`src/rtl/uart_rx_framed.sv`:
```
// Parametrised UART receiver: majority-of-3 sampling, parity/framing flags,
// and a first-word-fall-through FIFO with valid/ready output and RTS.
module uart_rx_framed #(
  parameter int CLOCK_FREQ  = 50_000_000,
  parameter int BAUD_RATE   = 115_200,
  parameter int DATA_BITS   = 8,
  parameter int PARITY_MODE = 0,
  parameter int STOP_BITS   = 1,
  parameter int FIFO_DEPTH  = 4
) (
  input  logic                 sample_clock,
  input  logic                 reset,
  input  logic                 uart_rx,
  output logic                 uart_rts,
  output logic [DATA_BITS-1:0] rx_data,
  output logic                 rx_parity_err,
  output logic                 rx_frame_err,
  output logic                 rx_valid,
  input  logic                 rx_ready,
  output logic                 rx_overrun,
  output logic                 rx_busy
);

  localparam int DIVISOR = CLOCK_FREQ / BAUD_RATE;
  localparam int HALF    = DIVISOR / 2;
  localparam int CNT_W   = $clog2(DIVISOR);
  localparam int PTR_W   = $clog2(FIFO_DEPTH);
  localparam int CNT_F_W = PTR_W + 1;
  localparam int ENTRY_W = DATA_BITS + 2;

  generate
    if (DIVISOR < 8) begin : g_bad_divisor
      $error("uart_rx_framed: CLOCK_FREQ / BAUD_RATE must be at least 8");
    end
    if (DATA_BITS < 5 || DATA_BITS > 9) begin : g_bad_data_bits
      $error("uart_rx_framed: DATA_BITS must be 5..9");
    end
    if (PARITY_MODE < 0 || PARITY_MODE > 2) begin : g_bad_parity
      $error("uart_rx_framed: PARITY_MODE must be 0, 1 or 2");
    end
    if (STOP_BITS < 1 || STOP_BITS > 2) begin : g_bad_stop
      $error("uart_rx_framed: STOP_BITS must be 1 or 2");
    end
    if (FIFO_DEPTH < 2 || (1 << PTR_W) != FIFO_DEPTH) begin : g_bad_depth
      $error("uart_rx_framed: FIFO_DEPTH must be a power of two, at least 2");
    end
  endgenerate

  // IDLE wait edge | START check start bit | DATA shift bits | PARITY check
  // STOP check stop bits, push | WAIT_HIGH hold off until line returns high
  typedef enum logic [2:0] {
    ST_IDLE, ST_START, ST_DATA, ST_PARITY, ST_STOP, ST_WAIT_HIGH
  } state_t;

  state_t state, state_next;

  logic                 sync_q1, s_rx, prev_rx;
  logic [CNT_W-1:0]     cnt;
  logic [3:0]           bit_idx;
  logic                 stop_idx;
  logic [DATA_BITS-1:0] shift_reg;
  logic                 samp0, samp1;
  logic                 parity_err_q, frame_err_q;

  logic fall_edge, at_s0, at_s1, decide, majority;
  logic last_data, last_stop, frame_err_now, parity_bad;
  logic push_req;

  always_ff @(posedge sample_clock or posedge reset) begin
    if (reset) begin
      sync_q1 <= 1'b1;
      s_rx    <= 1'b1;
      prev_rx <= 1'b1;
    end else begin
      sync_q1 <= uart_rx;
      s_rx    <= sync_q1;
      prev_rx <= s_rx;
    end
  end

  assign fall_edge     = prev_rx & ~s_rx;
  assign at_s0         = (cnt == CNT_W'(HALF - 1));
  assign at_s1         = (cnt == CNT_W'(HALF));
  assign decide        = (cnt == CNT_W'(HALF + 1));
  assign majority      = (samp0 & samp1) | (samp0 & s_rx) | (samp1 & s_rx);
  assign last_data     = (bit_idx == 4'(DATA_BITS - 1));
  assign last_stop     = (stop_idx == 1'(STOP_BITS - 1));
  assign frame_err_now = frame_err_q | ~majority;
  assign parity_bad    = (PARITY_MODE == 2) ? ~((^shift_reg) ^ majority)
                                            :  ((^shift_reg) ^ majority);

  always_ff @(posedge sample_clock or posedge reset) begin
    if (reset) state <= ST_IDLE;
    else       state <= state_next;
  end

  always_comb begin
    state_next = state;
    push_req   = 1'b0;
    case (state)
      ST_IDLE:   if (fall_edge) state_next = ST_START;
      ST_START:  if (decide) state_next = majority ? ST_IDLE : ST_DATA;
      ST_DATA:   if (decide && last_data)
                   state_next = (PARITY_MODE != 0) ? ST_PARITY : ST_STOP;
      ST_PARITY: if (decide) state_next = ST_STOP;
      ST_STOP: begin
        if (decide && last_stop) begin
          push_req   = 1'b1;
          state_next = frame_err_now ? ST_WAIT_HIGH : ST_IDLE;
        end
      end
      ST_WAIT_HIGH: if (s_rx) state_next = ST_IDLE;
      default:   state_next = ST_IDLE;
    endcase
  end

  // The bit counter free-runs through the whole frame so each decision lands
  // exactly one DIVISOR after the previous one.
  always_ff @(posedge sample_clock or posedge reset) begin
    if (reset) begin
      cnt          <= '0;
      bit_idx      <= '0;
      stop_idx     <= 1'b0;
      shift_reg    <= '0;
      samp0        <= 1'b1;
      samp1        <= 1'b1;
      parity_err_q <= 1'b0;
      frame_err_q  <= 1'b0;
    end else if (state == ST_IDLE) begin
      cnt          <= '0;
      bit_idx      <= '0;
      stop_idx     <= 1'b0;
      parity_err_q <= 1'b0;
      frame_err_q  <= 1'b0;
    end else begin
      cnt <= (cnt == CNT_W'(DIVISOR - 1)) ? '0 : cnt + CNT_W'(1);
      if (at_s0) samp0 <= s_rx;
      if (at_s1) samp1 <= s_rx;
      if (decide) begin
        case (state)
          ST_DATA: begin
            shift_reg <= {majority, shift_reg[DATA_BITS-1:1]};
            bit_idx   <= bit_idx + 4'd1;
          end
          ST_PARITY: parity_err_q <= parity_bad;
          ST_STOP: begin
            frame_err_q <= frame_err_now;
            stop_idx    <= stop_idx + 1'b1;
          end
          default: ;
        endcase
      end
    end
  end

  logic [ENTRY_W-1:0] mem [FIFO_DEPTH];
  logic [PTR_W-1:0]   wr_ptr, rd_ptr;
  logic [CNT_F_W-1:0] count;
  logic [ENTRY_W-1:0] push_entry, head;
  logic               full, pop, push_ok;

  assign push_entry = {frame_err_now, parity_err_q, shift_reg};
  assign full       = (count == CNT_F_W'(FIFO_DEPTH));
  assign rx_valid   = (count != '0);
  assign pop        = rx_valid & rx_ready;
  assign push_ok    = push_req & (~full | pop);
  assign rx_overrun = push_req & ~push_ok;
  assign rx_busy    = (state != ST_IDLE);

  // When full with a simultaneous pop, wr_ptr == rd_ptr: the head is read
  // combinationally this cycle before the slot is overwritten at the edge.
  always_ff @(posedge sample_clock) begin
    if (push_ok) mem[wr_ptr] <= push_entry;
  end

  always_ff @(posedge sample_clock or posedge reset) begin
    if (reset) begin
      wr_ptr   <= '0;
      rd_ptr   <= '0;
      count    <= '0;
      uart_rts <= 1'b0;
    end else begin
      if (push_ok) wr_ptr <= wr_ptr + PTR_W'(1);
      if (pop)     rd_ptr <= rd_ptr + PTR_W'(1);
      case ({push_ok, pop})
        2'b10:   count <= count + CNT_F_W'(1);
        2'b01:   count <= count - CNT_F_W'(1);
        default: count <= count;
      endcase
      uart_rts <= (count >= CNT_F_W'(FIFO_DEPTH - 1));
    end
  end

  assign head          = mem[rd_ptr];
  assign rx_data       = rx_valid ? head[DATA_BITS-1:0] : '0;
  assign rx_parity_err = rx_valid & head[DATA_BITS];
  assign rx_frame_err  = rx_valid & head[DATA_BITS+1];

endmodule

```
`config.mk`:
```
export PLATFORM = sky130hd
export DESIGN_NAME = uart_rx_framed
export DESIGN_NICKNAME = d
export VERILOG_FILES = /design/src/rtl/uart_rx_framed.sv
export SDC_FILE = /design/constraint.sdc
export NUM_CORES = 1
export LEC_CHECK = 0
export ABC_AREA = 1
export CAP_MARGIN = 20
export CORE_ASPECT_RATIO = 1.2
export CORE_UTILIZATION = 45
export DETAILED_ROUTE_END_ITERATION = 10
export GPL_ROUTABILITY_DRIVEN = 0
export PLACE_DENSITY = 0.71
export SLEW_MARGIN = 20
export SYNTH_ARGS = -nofsm -noshare
export SYNTH_HDL_FRONTEND = slang
export SYNTH_SLANG_ARGS = --single-unit
```
`constraint.sdc`:
```
create_clock -name sample_clock -period 5.3 [get_ports sample_clock]
set_input_delay 1.06 -clock sample_clock [delete_from_list [all_inputs] [get_ports sample_clock]]
set_output_delay 1.06 -clock sample_clock [all_outputs]
set_load 0.01 [all_outputs]
```
==> impl_metrics.ini <==
[synth]
synth_warnings = 0
netlist_instances = 394
syn-num-nets = 409
synth_area_leaders = edfxtp_1, dfrtp_1, nor2_1
synth.largest_area_cell = edfxtp_1
yosysSeqAreaShare_pct = 58.0
synth_top_area_share_pct = 31.5
synth_area_sq_um = 3810
postSynthAreaPerCell_sq_um = 9.66
synth_cell_type_count = 32
ys_ff_latch = 80

[global_routing]
track_usage_pct = 17.3
grt_pass1_wl_microns = 11500
antenna_found_initial = 0
grt-ovfl-total = 0
grt_max_degree = 41
grt_pass1_vias = 2605

[clocking]
root_buffer = clkbuf_8
clk-insertion-delay-late_ns = 0.35
cts_tree = done
clkTransAtPathRegs_ns = 0.08
htree_num_levels = 3
post_cts.repair.setup_buffers = 0
cts_resized = 0
cts_buffer_depth = 2
postCtsHoldBufs = 0
cts_inserted_buffers = 9
clock_sinks = 80

[floorplanning]
ioPinCount = 18
fp.dieW_microns = 86.0
dieArea_sq_um = 8830
core_sq_um = 8150
initial_utilization_pct = 46.7
die_h_microns = 103
placementRows = 36

[critical_path]
end_kind = output port
worstPathRequired_ns = 4.24
crit_path_max_fanout = 23
rr_startpoint = cnt[0]$_DFF_PP0_
arrival_ns = 2.54
r2r_end = mem[1][9]$_DFFE_PP_
start_kind = flip-flop
rrSetupSlack_ns = 2.88
criticalPathCategory = reg -> out
r2r_cells = 6

[sta]
fmax_mhz = 278
period_needed_ns = 3.60
setup_slack_ns = 1.70
worst_slew_pin_slew_ns = 1.01
slew_headroom_pct = 32.6
setup_viol = 0
hold_viol_final = 0
tns_ns = 0
finClkSkew_ns = 0.00629
period_share_pct = 67.8
maxSlewViolCount = 0
rsz0062_at_grt = no

[min_path]
hold_end = s_rx$_DFF_PP1_
min_path_type = reg -> reg
worstHoldStart = sync_q1$_DFF_PP1_
hold_depth = 0

[pwr]
power.switching_mw = 0.647
internal_power_mw = 1.17
seqPwrFrac_pct = 42.3
p_leak_nw = 1.87
p_total_mw = 1.82
cellPowerDensity_nw_per_um2 = 425
ir_worst_vdd_v = 0.000164
p_sw_share_pct = 35.5
comb_power_share_pct = 33.4
clock_power_share_pct = 24.3

[finish]
antenna_cells = 0
synthToLayoutAreaGrowth_pct = 12.5
largest_register_ffs = 40
fin_nets = 430
final_area_sq_um = 4280
post-route-util_pct = 52.5
fill_cells = 714
final_cell_mix = nor2_1, nand2_1, inv_1
drive_gt1_share_pct = 11.0
final_common_cell = nor2_1

[route]
wire_per_inst_microns = 12.9
drtIter0Drc = 130
vias = 2633
drc = 0
routed_wl_microns = 6890
ant_nets = 0
viasPerCell = 4.93
dr.pass1.iters = 4

[place]
io_buffers = 17
dpl.hpwl_microns = 4680
place_area_sq_um = 4090
dp_slack_ns = 1.88

[status]
status = complete, no violations

[flow_run]
maxCapViolations = 0
-- synth_stat cells (all sizes together) --
cell and number:
buf 2, nand2 70, dfstp 5, nor2 74, a21oi 22, ha 10, nor3 5, o21ai 33
xnor2 3, a21boi 1, nand3 18, inv 48, edfxtp 40, fa 1, nor3b 4, dfrtp 35
xor2 6, nand3b 1, clkbuf 6, o22ai 1, nand4 9
-- cell families after synthesis --
kind of cell,share of synthesized area [%]
AND/OR/NAND/NOR,21.2
adder cells (fa/ha/maj),3.81
flip-flops,58.0
buffers and inverters,5.75
XOR/XNOR,2.07
AO/OA/AOI/OAI,9.17
-- power by group through the flow --
stage | combinational, mW | sequential [mW] | clock, mW
3_5_place_dp | 0.618 | 0.784 | 0
5_1_grt | 0.688 | 0.781 | 0.478
6_report | 0.609 | 0.770 | 0.443
3_3_place_gp | 0.595 | 0.782 | 0
2_1_floorplan | 0.430 | 0.741 | 0
4_1_cts | 0.619 | 0.771 | 0.448
-- how the worst max path moves through the flow --
stage | from | endpoint | slack, ns | cells after the start
detailed placement | rx_ready | rx_overrun | 1.88 | 5
floorplan | rx_ready | rx_overrun | 2.80 | 3
global route | rd_ptr[0]$_DFFE_PP0P_ | rx_frame_err | 1.46 | 4
finish | rd_ptr[0]$_DFFE_PP0P_ | rx_parity_err | 1.70 | 4
global placement | rx_ready | rx_overrun | 1.89 | 5
CTS | rd_ptr[0]$_DFFE_PP0P_ | rx_parity_err | 1.67 | 4
-- layout make-up --
| type | instances | area, sq um | area share [%] |
|---|---|---|---|
| Sequential cell | 80 | 2210 | 51.5 |
| Multi-Input combinational cell | 258 | 1380 | 32.2 |
| Inverter | 48 | 180 | 4.21 |
| Timing Repair Buffer | 18 | 178 | 4.15 |
| Tap cell | 114 | 143 | 3.33 |
| Clock buffer | 9 | 124 | 2.89 |
| Clock inverter | 7 | 71.3 | 1.66 |
-- per-layer routing --
metal	global-route usage, %	up-vias	routed length, microns
li1	-	1333	-
met1	18.7	1248	2910
met5	0	-	0
met2	32.8	39	3660
met3	2.88	13	179
met4	7.95	0	141
-- critical path, cell delays in order (launching register included) --
cell,delay (ns)
dfrtp_1,0.83
inv_1,0.46
o21ai_0,0.28
a21oi_1,0.10
clkdlybuf4s50_1,0.51
-- through the flow --
stage                     hold WS (ns)  instances
after global placement           0.347        518
after detailed placement         0.352        518
after floorplan                  0.345        394
final                            0.358        534
after CTS                        0.360        534
after global routing             0.370        534
Note: power is estimated with default switching activity, not from simulation.
==> edit 1, RTL diff (config.mk and constraints unchanged) <==
Make the reset (`reset`) synchronous in 4 clocked blocks.
--- a/src/rtl/uart_rx_framed.sv
+++ b/src/rtl/uart_rx_framed.sv
@@ -66,7 +66,7 @@
   logic last_data, last_stop, frame_err_now, parity_bad;
   logic push_req;
 
-  always_ff @(posedge sample_clock or posedge reset) begin
+  always_ff @(posedge sample_clock) begin
     if (reset) begin
       sync_q1 <= 1'b1;
       s_rx    <= 1'b1;
@@ -89,7 +89,7 @@
   assign parity_bad    = (PARITY_MODE == 2) ? ~((^shift_reg) ^ majority)
                                             :  ((^shift_reg) ^ majority);
 
-  always_ff @(posedge sample_clock or posedge reset) begin
+  always_ff @(posedge sample_clock) begin
     if (reset) state <= ST_IDLE;
     else       state <= state_next;
   end
@@ -116,7 +116,7 @@
 
   // The bit counter free-runs through the whole frame so each decision lands
   // exactly one DIVISOR after the previous one.
-  always_ff @(posedge sample_clock or posedge reset) begin
+  always_ff @(posedge sample_clock) begin
     if (reset) begin
       cnt          <= '0;
       bit_idx      <= '0;
@@ -173,7 +173,7 @@
     if (push_ok) mem[wr_ptr] <= push_entry;
   end
 
-  always_ff @(posedge sample_clock or posedge reset) begin
+  always_ff @(posedge sample_clock) begin
     if (reset) begin
       wr_ptr   <= '0;
       rd_ptr   <= '0;
Behaviour: differs if reset is asserted again (counterexample within 4 cycles, from zero or initial values and one cycle with reset high); with reset held inactive, the same outputs for 10 cycles.
==> edit 1 against the original RTL <==
The flow now finishes with violations (design-rule violations); sequential cell count up 2; register-to-register slack better by 0.10 ns; routed wire length down 4.6%; sequential power down 5.5%; global-route usage down 0.13 points; total power down 14%; final cell count down 2.2%; synthesized area down 3.6%; setup slack worse by 0.047 ns; core utilization up 0.45 points; count of clock-buffer cells in the layout up 2; final area down 3.6%; hold slack better by 0.068 ns; critical endpoint is now rx_data[2]; largest power group unchanged.
==> edit 1: results (changes against the original RTL) <==
{| class="wikitable"
! Metric !! Value
|-
| Total via count in the routed design || 2639 (+0.23%)
|-
| Ranking of synthesized cells by area || sky130_fd_sc_hd__edfxtp_1 33%, sky130_fd_sc_hd__dfxtp_1 23%, sky130_fd_sc_hd__nor2_1 8.3%
|-
| TritonRoute pass-1 iters || 7 (+3)
|-
| Max-slew headroom || 33.94% (+1.4 points)
|-
| Later-pin clock latency in the skew report || 0.35 ns (about the same)
|-
| Logic depth of the worst register-to-register path || 8 (+2)
|-
| Proportion of layout cells with a drive suffix above 1 || 8.605% (-2.3 points)
|-
| Worst hold slack after final layout || 0.4258 ns (+0.06800 ns)
|-
| Area fraction in compound gates after synthesis || 10.74% (+1.6 points)
|-
| GRT Total Usage || 17.14% (-0.13 points)
|-
| Class of the most critical setup path || reg2out
|-
| Worst endpoint data arrival time || 2.58 ns (+0.04 ns)
|-
| Synth async-reset ratio || 0% (-50 points)
|-
| Largest incremental delay on the critical path || 0.81 ns (-0.02 ns)
|-
| Hold Path Stages || 1 (+1)
|-
| Worst Setup EP || rx_data[2]
|-
| Launch instance of the worst min-delay path || sync_q1
|-
| Nets in the synthesized netlist || 417 (+2.0%)
|-
| Clock root cell || sky130_fd_sc_hd__clkbuf_8
|-
| Failing checks || design-rule violations
|-
| Fill count || 716 (+0.28%)
|-
| Outcome || finished, violations left
|-
| Proportion of synthesized chip area in sequential cells || 55.64% (-2.4 points)
|-
| Critical path fanouts, max || 21 (-8.7%)
|-
| Net total in the final layout || 439 (+2.1%)
|-
| Final routed wire length divided by cell count || 12.59 um (-2.4%)
|-
| Crit path max-delay cell type || sky130_fd_sc_hd__dfxtp_1
|-
| Count of distinct cell types in the synthesized netlist || 34 (+6.3%)
|-
| Leak || 0.001629 uW (-13%)
|-
| Clock Skews || 0.007900 ns (+0.001610 ns)
|-
| Worst-case hold path end point || s_rx
|-
| Count of buffers added by post-CTS timing repair for setup || 0 (unchanged)
|-
| Adder-Cell Fraction of Synth Area || 3.614% (-0.20 points)
|-
| VDD IR-drop max || 0.1957 mV (+20%)
|-
| Reg-to-Reg Start || cnt[0]
|-
| Estimated wirelength of the detail-placed design || 4554 um (-2.8%)
|-
| Register-to-Register Setup Slack || 2.98 ns (+0.10 ns)
|-
| Iteration-0 DRC count of the detailed router || 142 (+9.2%)
|-
| Initial antenna violation count || 0 (unchanged)
|-
| Commonest cells post-synth || 81 x sky130_fd_sc_hd__nor2_1, 49 x sky130_fd_sc_hd__nand2_1, 42 x sky130_fd_sc_hd__dfxtp_1, 42 x sky130_fd_sc_hd__inv_1, 40 x sky130_fd_sc_hd__edfxtp_1
|-
| First-pass GRT wire length || 11310 um (-2.0%)
|-
| DRC violation count after routing || 2 (+2)
|-
| Fraction of synthesized cell area in xor and xnor cells || 2.387% (+0.32 points)
|-
| Pin count of the biggest net entering global routing || 22 (-46%)
|-
| Capturing point of the worst reg2reg path || mem[1][6]
|-
| Worst setup slack before clock tree synthesis || 1.795 ns (-0.08554 ns)
|}
-- edit 1: where the power goes --
part,internal (uW),total (uW),switching (uW)
logic,148,389,242
clock network,233,457,224
registers,687,728,40.6
total,1070,1570,506
-- edit 1: worst register-to-register path, cell delays in order (launching register included) --
cell and delay [ns]:
sky130_fd_sc_hd__dfxtp_1 0.35, sky130_fd_sc_hd__inv_1 0.09, sky130_fd_sc_hd__ha_1 0.14, sky130_fd_sc_hd__nand2_1 0.08, sky130_fd_sc_hd__nor2_4 0.13, sky130_fd_sc_hd__nand3_2 0.11, sky130_fd_sc_hd__nor2_4 0.14, sky130_fd_sc_hd__nand2_2 0.12
sky130_fd_sc_hd__nor2_1 0.77
-- edit 1: per-layer routing --
layer,global-route usage [%],part of all wire (%),up-vias
met5,0,0,-
met4,9.909,2.8,0
met3,3.358,2.6,15
met2,31.15,51,38
met1,18.70,44,1211
li1,-,-,1375
-- edit 1: per-stage QoR --
stage	std cells	instance area (um^2)	util (%)
after floorplan	403	3670	-
after global placement	505	3920	50.29
after detailed placement	505	3920	50.29
after CTS	521	4124	52.91
after global routing	522	4131	53.00
final	522	4131	53.00
-- edit 1: cell type report --
cell class / instances / area (um^2) / share of cell area [%]
Timing Repair Buffer: 18 / 177.7 / 4.300
Inverter: 46 / 172.7 / 4.179
Sequential cell: 82 / 2042 / 49.42
Clock inverter: 5 / 62.56 / 1.514
Clock buffer: 11 / 141.4 / 3.422
Tap cell: 92 / 115.1 / 2.786
Multi-Input combinational cell: 268 / 1420 / 34.37
-- edit 1: cell families after synthesis --
logic type	Yosys count
AND/OR/NAND/NOR	173
flip-flops	82
AO/OA/AOI/OAI	75
buffers and inverters	53
XOR/XNOR	10
adder cells (fa/ha/maj)	10
==> edit 2, RTL diff (same settings) <==
Made on the original files. Set the parameter `PARITY_MODE` to 1 (it was 0).
--- a/src/rtl/uart_rx_framed.sv
+++ b/src/rtl/uart_rx_framed.sv
@@ -4,7 +4,7 @@
   parameter int CLOCK_FREQ  = 50_000_000,
   parameter int BAUD_RATE   = 115_200,
   parameter int DATA_BITS   = 8,
-  parameter int PARITY_MODE = 0,
+  parameter int PARITY_MODE = 1,
   parameter int STOP_BITS   = 1,
   parameter int FIFO_DEPTH  = 4
 ) (
Formal check against the unedited RTL: no difference found for any inputs over 10 cycles, from zero or initial values and one cycle with reset high; that may be too few to reach the edited logic, so the function may still have changed.
==> edit 2 against the original RTL <==
Setup slack lost 0.056 ns; total power is 0.25% lower; sequential cell count unchanged; final area increased by 0.96%; routed wire length up 0.67%; register-to-register slack lost 0.03 ns; critical endpoint is now rx_data[2]; synthesized area is 2.1% higher.
==> edit 2: results (changes against the original RTL) <==
{| class="wikitable"
! Metric !! Value
|-
| Outcome || finished clean
|-
| Average footprint of a synthesized cell || 9.670 um^2 (about the same)
|-
| Commonest cells post-synth || 79 x sky130_fd_sc_hd__nand2_1, 64 x sky130_fd_sc_hd__nor2_1, 47 x sky130_fd_sc_hd__inv_1
|-
| Logic depth of the worst register-to-register path || 8 (+2)
|-
| Ranking of synthesized cells by area || sky130_fd_sc_hd__edfxtp_1 31%, sky130_fd_sc_hd__dfrtp_1 23%, sky130_fd_sc_hd__nand2_1 7.6%
|-
| Register-to-Register Setup Slack || 2.85 ns (-0.03 ns)
|-
| Comb pwr share || 35.6% (+2.2 points)
|-
| Clock Skews || 0.009366 ns (+0.003076 ns)
|-
| Area post-placement || 4169 um^2 (+2.0%)
|-
| Area fraction in compound gates after synthesis || 8.915% (-0.25 points)
|-
| VDD IR-drop max || 0.2291 mV (+40%)
|-
| GR Layer Usage met1 || 19.43% (+0.72 points)
|-
| Leak || 0.001888 uW (+1.2%)
|-
| Count of distinct cell types in the synthesized netlist || 31 (-3.1%)
|-
| Met3 global-route usage || 4.940% (+2.1 points)
|-
| Capturing point of the worst reg2reg path || mem[1][4]
|-
| Maximum buffer depth of the clock tree || 2 (unchanged)
|-
| Nets in the synthesized netlist || 417 (+2.0%)
|-
| Routed met1 length || 3076 um (+5.8%)
|-
| Proportion of layout cells with a drive suffix above 1 || 10.75% (-0.20 points)
|-
| Final routed wire length divided by cell count || 12.79 um (-0.82%)
|-
| Net switching component of the power || 667.2 uW (+3.1%)
|-
| Fraction of synthesized cell area in xor and xnor cells || 2.478% (+0.41 points)
|-
| Placed Cells incl. Taps || 526 (+1.5%)
|-
| Power in combinational cells || 647 uW (+6.2%)
|-
| Iteration-0 DRC count of the detailed router || 84 (-35%)
|-
| Share of total power in the clock network || 20.8% (-3.5 points)
|-
| Worst hold slack after final layout || 0.3577 ns (-0.00006800 ns)
|-
| Slew at the pin closest to its max-slew limit || 0.9715 ns (-0.03613 ns)
|-
| Count of H-tree levels built during CTS || 3 (unchanged)
|-
| Max FFs per register || 40 (unchanged)
|-
| Net total in the final layout || 438 (+1.9%)
|-
| Worst endpoint data arrival time || 2.59 ns (+0.05 ns)
|-
| First-pass GRT wire length || 11540 um (about the same)
|-
| Wire length on met2 || 3511 um (-4.1%)
|-
| Total length of routed wires || 6934 um (+0.67%)
|-
| Number of global-route vias before repair || 2513 (-3.5%)
|-
| Vias/cell || 4.880 (-1.0%)
|-
| Met3 layer wire length in the routed design || 227 um (+27%)
|-
| Estimated wirelength of the detail-placed design || 4735 um (+1.1%)
|-
| GRT Total Usage || 16.95% (-0.31 points)
|-
| Slack of the critical path || 1.649 ns (-0.05586 ns)
|-
| Proportion of synthesized chip area in sequential cells || 56.81% (-1.2 points)
|}
-- edit 2: cell types whose count changed after synthesis, sizes merged, moves of 2 or more --
cell    change
o211ai      +2
a21oi       -7
xor2        +2
nor2        -5
inv         +2
nand3       +6
nand4       -6
o21ai       +5
nand2      +12
-- edit 2: area by class of cell --
class	count	area (um^2)
Inverter	50	187.7
Tap cell	114	142.6
Clock inverter	4	21.27
Multi-Input combinational cell	264	1453
Timing Repair Buffer	18	177.7
Sequential cell	80	2208
Clock buffer	12	135.1
Fill cell	740	3918
-- edit 2: worst max-delay path by stage --
stage / cells past startpoint / end / slack [ns] / from
5_1_grt: 4 / rx_data[2] / 1.45 / rd_ptr[0]
6_report: 4 / rx_data[2] / 1.65 / rd_ptr[0]
4_1_cts: 4 / rx_data[2] / 1.62 / rd_ptr[0]
2_1_floorplan: 3 / rx_overrun / 2.77 / rx_ready
3_3_place_gp: 5 / rx_overrun / 1.87 / rx_ready
3_5_place_dp: 5 / rx_overrun / 1.86 / rx_ready
